$ cat config.mk
export PLATFORM = sky130hd
export DESIGN_NAME = mux4_rr_sel
export DESIGN_NICKNAME = d
export VERILOG_FILES = /design/src/rtl/mux4_rr_sel.sv
export SDC_FILE = /design/constraint.sdc
export NUM_CORES = 1
export LEC_CHECK = 0
export BUFFER_PORTS_ARGS = -buffer_cell sky130_fd_sc_hd__buf_2
export CAP_MARGIN = 20
export CORE_MARGIN = 10
export CORE_UTILIZATION = 35
export CTS_BUF_LIST = sky130_fd_sc_hd__clkbuf_8
export CTS_CLUSTER_SIZE = 28
export DETAILED_ROUTE_END_ITERATION = 16
export GPL_TIMING_DRIVEN = 0
export PLACE_DENSITY = 0.64
export SYNTH_ARGS = -nofsm -noshare
export SYNTH_HDL_FRONTEND = slang
export SYNTH_SLANG_ARGS = --single-unit
export TNS_END_PERCENT = 10
$ cat constraint.sdc
create_clock -name clk -period 2.69 [get_ports clk]
set_input_delay 0.4035 -clock clk [delete_from_list [all_inputs] [get_ports clk]]
set_output_delay 0.4035 -clock clk [all_outputs]
set_load 0.1 [all_outputs]
$ cat src/rtl/mux4_rr_sel.sv
// Round-robin select generator for a downstream 4:1 mux. A granted channel keeps
// sel for DWELL enabled cycles, or until it drops its request, then the next
// requester after it (in rotating order) takes over without an idle bubble.
// All outputs are registered; nothing from req/en reaches an output combinationally.

module mux4_rr_sel #(
    parameter int unsigned DWELL = 4
) (
    input  logic       clk,
    input  logic       rst,
    input  logic       en,
    input  logic [3:0] req,
    output logic [1:0] sel,
    output logic       sel_valid,
    output logic [3:0] grant,
    output logic       switched
);

    typedef enum logic [0:0] {
        StIdle,
        StHold
    } state_e;

    // Dwell counter counts down to zero, so the reload is one less than the hold length.
    localparam logic [7:0] CntReload = 8'(DWELL - 1);

    state_e     state_q, state_d;
    logic [1:0] ptr_q, ptr_d;
    logic [7:0] cnt_q, cnt_d;
    logic [1:0] sel_q, sel_d;
    logic       sel_valid_q, sel_valid_d;
    logic [3:0] grant_q, grant_d;
    logic       switched_q, switched_d;

    logic [1:0] search_base;
    logic [1:0] winner;
    logic       any_req;
    logic       hold_expire;
    logic       take_grant;
    logic       go_idle;

    // Search origin: the current channel while holding, else the last-granted pointer.
    always_comb begin
        search_base = (state_q == StHold) ? sel_q : ptr_q;
    end

    // Rotating priority search: base+1, base+2, base+3, then base itself.
    always_comb begin
        logic       found;
        logic [1:0] idx;
        winner = search_base;
        found  = 1'b0;
        idx    = search_base;
        for (int unsigned i = 1; i <= 4; i++) begin
            idx = search_base + 2'(i);
            if (!found && req[idx]) begin
                winner = idx;
                found  = 1'b1;
            end
        end
    end

    // Arbitration decision terms shared by next-state and datapath logic.
    always_comb begin
        any_req     = |req;
        hold_expire = (cnt_q == 8'd0) || !req[sel_q];
        take_grant  = en && any_req && ((state_q == StIdle) || hold_expire);
        go_idle     = (state_q == StHold) && en && hold_expire && !any_req;
    end

    // State register.
    always_ff @(posedge clk or posedge rst) begin
        if (rst) begin
            state_q <= StIdle;
        end else begin
            state_q <= state_d;
        end
    end

    // Next-state logic.
    always_comb begin
        state_d = state_q;
        unique case (state_q)
            StIdle: begin
                if (en && any_req) begin
                    state_d = StHold;
                end
            end
            StHold: begin
                if (go_idle) begin
                    state_d = StIdle;
                end
            end
            default: state_d = StIdle;
        endcase
    end

    // Next values of pointer, counter and the registered outputs.
    always_comb begin
        ptr_d       = ptr_q;
        cnt_d       = cnt_q;
        sel_d       = sel_q;
        sel_valid_d = sel_valid_q;
        grant_d     = grant_q;
        switched_d  = 1'b0;
        if (take_grant) begin
            ptr_d       = winner;
            cnt_d       = CntReload;
            sel_d       = winner;
            sel_valid_d = 1'b1;
            grant_d     = 4'b0001 << winner;
            // A re-grant of the same channel while valid is not a switch.
            switched_d  = !sel_valid_q || (winner != sel_q);
        end else if ((state_q == StHold) && en && !hold_expire) begin
            cnt_d = cnt_q - 8'd1;
        end else if (go_idle) begin
            // sel keeps its last value so the mux input stays stable while idle.
            sel_valid_d = 1'b0;
            grant_d     = 4'b0000;
        end
    end

    // Datapath and output registers; reset points ptr at 3 so the first search starts at 0.
    always_ff @(posedge clk or posedge rst) begin
        if (rst) begin
            ptr_q       <= 2'd3;
            cnt_q       <= 8'd0;
            sel_q       <= 2'd0;
            sel_valid_q <= 1'b0;
            grant_q     <= 4'b0000;
            switched_q  <= 1'b0;
        end else begin
            ptr_q       <= ptr_d;
            cnt_q       <= cnt_d;
            sel_q       <= sel_d;
            sel_valid_q <= sel_valid_d;
            grant_q     <= grant_d;
            switched_q  <= switched_d;
        end
    end

    // Output drive straight from registers.
    always_comb begin
        sel       = sel_q;
        sel_valid = sel_valid_q;
        grant     = grant_q;
        switched  = switched_q;
    end

endmodule

==> metrics.yaml, run 1 <==
status: "completed"
clock_path_buffers: 2
clkSinkCount: 19
tightest_slew_ns: 1.02
ant_nets: 0
yosysWarningCount: 0
area_delta_synth_final_pct: 14.7
clockPowerShare_pct: 14.4
grt_pass1_wl_mm: 3.69
cp.required_ns: 2.86
setup_viol: 0
clk_latency_ns: 0.26
drive_gt1_share_pct: 27.7
dp_cells: 146
combPwrFrac_pct: 54.3
critPathLaunchType: "flip-flop"
p_per_area_mw_per_mm2: 1130
dr_total_vias: 799
synth_area_per_cell_um2: 10.4
grtUsageTotal_pct: 8.27
start_util_pct: 37.4
num_rows: 19
hold_ws_ns: 0.248
synth_top_area_share_pct: 40.6
synth_cell_type_count: 37
dieArea_mm2: 0.00559
firstDrtPassIters: 4
worstSetupPathType: "flip-flop to flip-flop"
pwr-share-seq_pct: 31.3
syn_area_mm2: 0.00105
synth_seq_cells: 19
post_cts_resized: 0
fin_area_mm2: 0.00120
power_switching_w: 0.000683
rsz0062_at_grt: "no"
r2r_cells: 5
max_cap_viol_count: 0
drv_slew: 0
netSwitchingFraction_pct: 50.3
die_x_um: 74.7
p_leak_nw: 0.569
crit_arrival_ns: 2.23
avgViaCountPerCell: 5.33
portBuffers: 14
hold_viol: 0
routedWlPerCell_um: 13.9
slew_headroom_pct: 30.9
stdcell_count: 150
drtIter0Drc: 77
skew_ns: 0.00803
hp-class: "primary input to async pin"
detailed_place_hpwl_mm: 1.61
period_share_pct: 76.7
synth_area_leader_cell: "dfrtp_1"
timing.fmax_mhz: 485
yosys-top-cells-area: "dfrtp_1 41%, dfstp_2 5.0%, nor2_1 4.7%"
final_nets: 128
register_area_um2: 478
netlist_instances: 101
cp_max_fo: 10
reg2reg_setup_slack_ns: 0.63
htreeDepth: 1
clock-root-buffer: "clkbuf_8"
postCtsSetupRepairBufs: 0
clk_pin_slew_ns: 0.07
placed_area_mm2: 0.00116
routed_wl_mm: 2.09
ioPinCount: 15
synthArstFlopShare_pct: 100
tns_ns: 0
internal_power_w: 0.000674
end_kind: "flip-flop"
synth.top_cells.by_count: "17 x dfrtp_1, 13 x nor2_1, 7 x inv_1, 7 x nand2_1, 7 x nand3_1"
grt_pass1_vias: 831
r2r-start: "cnt_q[5]"
cts_tree: "built"
yosysSeqAreaShare_pct: 45.6
diodes: 0
antenna_found_initial: 0
overflow: 0
synth_nets: 109
grt_max_degree: 20
synth_edf_count: 0
multi_input_area_um2: 512
cts.hold.buffers_added: 0
nFillCells: 288
finalWeightedCongestion: 0.924
core_area_mm2: 0.00281
synth.most_common_cell: "dfrtp_1"
irDropWorstVdd_v: 0.00102
die_h_um: 74.7
synth_ff_type: "dfrtp_1"
r2r_end: "grant[3]"
route.detailed.drc: 0
cts_buffers: 3
min_period_ns: 2.06
-- cell type report --
| cell class | count | share of cell area [%] |
|---|---|---|
| Timing Repair Buffer | 14 | 5.83 |
| Sequential cell | 19 | 39.8 |
| Tap cell | 31 | 3.23 |
| Inverter | 7 | 2.19 |
| Clock buffer | 3 | 3.43 |
| Clock inverter | 1 | 0.312 |
| Multi-Input combinational cell | 72 | 42.6 |
| Buffer | 3 | 2.71 |
-- power groups by stage --
stage	sequential (W)	clock, W	combinational (W)
5_1_grt	0.000437	0.000213	0.000794
4_1_cts	0.000425	0.000203	0.000744
3_5_place_dp	0.000429	0	0.000744
6_report	0.000425	0.000195	0.000736
2_1_floorplan	0.000736	0	0.000314
3_3_place_gp	0.000428	0	0.000734
-- cell families after synthesis --
group	synth area share (%)
and+or+nand+nor	19.1
muxes	6.21
xor gates and xnor gates	5.85
buffers and inverters	5.61
adders and majority gates	1.19
DFF	45.6
AOI/OAI and AO/OA	16.5
-- worst max-delay path: stages (launching register included) --
cell and delay (ns):
dfrtp_1 0.43, or4_4 0.56, o41a_4 0.41, a21o_1 0.21, buf_6 0.14, o31ai_2 0.23
-- placed cells by master, fill, tap and decap left out, types with 2 or more instances in the layout --
master	count
a21o_2	2
a21oi_1	3
buf_2	14
clkbuf_8	4
dfrtp_1	17
dfstp_2	2
inv_1	8
mux2_2	2
mux2i_1	2
nand2_1	7
nand3_1	7
nand3b_1	3
nand4_1	2
nor2_1	13
nor3_1	4
o21a_1	2
xnor2_1	2
xor2_1	5
-- how the worst max path moves through the flow --
| stage | start | end | slack, ns | cells after the start |
|---|---|---|---|---|
| after global placement | req[0] | sel[1] | 0.61 | 6 |
| after CTS | cnt_q[5] | grant[3] | 0.62 | 5 |
| after global routing | cnt_q[5] | grant[3] | 0.54 | 5 |
| after detailed placement | req[0] | sel[1] | 0.59 | 6 |
| final | cnt_q[5] | grant[3] | 0.63 | 5 |
| after floorplan | sel[1] | sel[1] | 0.31 | 5 |
-- sequential cells by signal, summed over array words and instances, names as in the netlist --
| signal | flops |
|---|---|
| switched | 1 |
| ptr_q | 2 |
| sel | 2 |
| cnt_q | 8 |
| sel_valid | 1 |
| state_q | 1 |
| grant | 4 |
-- metal layers --
metal	vias to the layer above	routed length, um	global-route usage [%]	share of wire, %
met2	20	988	13.1	47
met3	2	120	3.55	5.7
li1	394	-	-	-
met1	383	965	10.2	46
met5	-	0	0	0
met4	0	12	2.10	0.57
-- stage by stage --
stage                     setup slack, ns  total power (W)  util [%]
after floorplan                     0.314          0.00105         -
after global placement              0.609          0.00116      41.3
after detailed placement            0.592          0.00117      41.3
after CTS                           0.618          0.00137      42.9
after global routing                0.545          0.00144      42.9
final                               0.628          0.00136      42.9
(Power assumes the default switching activity.)
==> inputs of run 2 (changes only) <==
- clock period: 2.69 -> 1.9 ns (I/O delays scaled with it)
==> run 2 against run 1 <==
Net effect: die area unchanged; sequential power is 43% higher; fmax grew 4.9%; largest cell class unchanged; combinational power rose by 51%; critical path depth stayed put; global-route usage up 0.28 points; worst setup slack got worse by 0.69 ns; via count grew 3.4%; register-to-register slack lost 0.69 ns; clock power increased by 47%; worst hold slack got worse by 0.11 ns; total power grew 48%; the flow now finishes with violations (setup timing).
==> metrics.yaml, run 2 (synthesis gave the netlist of run 1 again) <==
fin_util_pct: 44.9  # +2.0 points
final_cell_mix: "15 x dfrtp_1, 14 x buf_2, 12 x nor2_1, 7 x inv_1, 7 x nand2_1"
p_leak_nw: 0.593  # +4.2%
violations: "setup timing"
htreeDepth: 1  # unchanged
area_delta_synth_final_pct: 20.0
core_area_mm2: 0.00281  # unchanged
slowest_stage: "or4_4"
status: "complete, but fails checks"
cts_tree: "built"
num_rows: 19  # unchanged
die_h_um: 74.7  # unchanged
worstSetupPathType: "flip-flop to flip-flop"
p_per_area_mw_per_mm2: 1600  # +41%
highest_layer: "met4"
drive_gt1_share_pct: 35.2  # +7.5 points
hold_viol: 0  # unchanged
stdcell_count: 153  # +2.0%
drv_slew: 0  # unchanged
cp.required_ns: 2.05  # -0.81 ns
clockPowerShare_pct: 14.2  # -0.2 points
setup_slack_ns: -0.0653  # -0.693 ns
diodes: 0  # unchanged
die_x_um: 74.7  # unchanged
top_register: "cnt_q"
cpPeakStageDelay_ns: 0.53  # -0.03 ns
route.detailed.drc: 0  # unchanged
cp_cell_sequence: "or4_4 > o41a_4 > a21o_1 > buf_6 > a21o_2"
rsz0062_at_grt: "yes"
clk_pin_slew_ns: 0.07  # about the same
wl_met2_mm: 1.12  # +14%
cts.hold.buffers_added: 0  # unchanged
place_ws_ns: -0.129  # -0.721 ns
combPwrFrac_pct: 55.5  # +1.2 points
wl_met1_um: 936  # -3.0%
clkSinkCount: 19  # unchanged
clock_path_buffers: 2  # unchanged
end_kind: "flip-flop"
crit_buf_inv: 1  # unchanged
routed_wl_mm: 2.19  # +4.7%
cp_max_fo: 10  # unchanged
min_period_ns: 1.97  # -0.0966 ns
firstDrtPassIters: 4  # unchanged
timing.fmax_mhz: 509  # +4.9%
cp_top_family: "compound AO/OA/AOI/OAI gates"
detailed_place_hpwl_mm: 1.66  # +3.0%
antenna_found_initial: 0  # unchanged
clock-root-buffer: "clkbuf_8"
grt_pass1_wl_mm: 3.71  # +0.57%
grtUsageTotal_pct: 8.55  # +0.28 points
power_switching_w: 0.00101  # +47%
period_share_pct: 103  # +27 points
irDropWorstVdd_v: 0.00144  # +42%
netSwitchingFraction_pct: 50.1  # -0.22 points
critPathLaunchType: "flip-flop"
clk_latency_ns: 0.26  # about the same
max_cap_viol_count: 0  # unchanged
crit_arrival_ns: 2.12  # -0.11 ns
cts_buffers: 3  # unchanged
hp-class: "primary input to async pin"
dr_total_vias: 826  # +3.4%
setup_viol: 7  # +7
tns_ns: -0.269  # -0.269 ns
p_total_w: 0.00201  # +48%
layout_commonest_cell: "dfrtp_1"
drtIter0Drc: 7  # -91%
final_nets: 131  # +2.3%
tightest_slew_ns: 0.753  # -0.271 ns
start_util_pct: 37.4  # unchanged
internal_power_w: 0.00100  # +49%
grt_max_degree: 20  # unchanged
reg2reg_setup_slack_ns: -0.07  # -0.69 ns
route.met3.wl_um: 97  # -19%
grt_pass1_vias: 850  # +2.3%
slew_headroom_pct: 49.2  # +18 points
portBuffers: 14  # unchanged
ant_nets: 0  # unchanged
ioPinCount: 15  # unchanged
avgViaCountPerCell: 5.40  # +1.4%
pwr-share-seq_pct: 30.3  # -1.0 points
routedWlPerCell_um: 14.3  # +2.7%
overflow: 0  # unchanged
skew_ns: 0.000551  # -0.00748 ns
dieArea_mm2: 0.00559  # unchanged
finalWeightedCongestion: 0.767  # -17%
dp_cells: 146  # unchanged
largest_register_ffs: 8  # unchanged
==> run 2: power groups by stage <==
stage	clock (W)	combinational (W)	sequential, W
floorplan	0	0.000452	0.00105
global placement	0	0.00105	0.000616
detailed placement	0	0.00107	0.000620
CTS	0.000293	0.00109	0.000611
global route	0.000315	0.00119	0.000623
finish	0.000286	0.00111	0.000608
==> run 2: layout make-up <==
class / count / area (um2)
Fill cell: 276 / 1550
Multi-Input combinational cell: 72 / 538
Sequential cell: 19 / 483
Timing Repair Buffer: 17 / 90.1
Clock buffer: 3 / 41.3
Tap cell: 31 / 38.8
Buffer: 3 / 36.3
Inverter: 7 / 26.3
Clock inverter: 1 / 5.00
==> run 2: metrics by stage <==
stage          area, um2  hold WS (ns)
2_1_floorplan       1060         0.235
3_3_place_gp        1170         0.436
3_5_place_dp        1170         0.448
4_1_cts             1240         0.170
5_1_grt             1260         0.191
6_report            1260         0.141
==> run 2: metal layers <==
layer / vias up / GRT usage, %
li1: 402 / -
met1: 412 / 8.64
met2: 8 / 15.6
met3: 4 / 3.42
met4: 0 / 3.15
met5: - / 0
==> run 2: worst paths after layout <==
check                      startpoint        to  depth (start not counted)
setup / recovery             cnt_q[6]    sel[1]                          5
min in group clk                   en   state_q                          2
setup reg to reg             cnt_q[6]    sel[1]                          5
hold / removal                    rst  grant[0]                          2
max in group asynchronous         rst    sel[1]                          2
hold reg to reg              grant[2]  grant[2]                          2
==> run 2: worst reg2reg max path, cell delays in order, from the launching register on <==
cell     delay (ns)
dfrtp_1        0.41
or4_4          0.53
o41a_4         0.41
a21o_1         0.18
buf_6          0.14
a21o_2         0.18
==> run 2: what timing repair did <==
action / CTS / global route
endpoints found under the setup margin: 15 / 15
pin swaps: 2 / 3
gates resized for setup: 3 / 2
setup buffers: 1 / 1
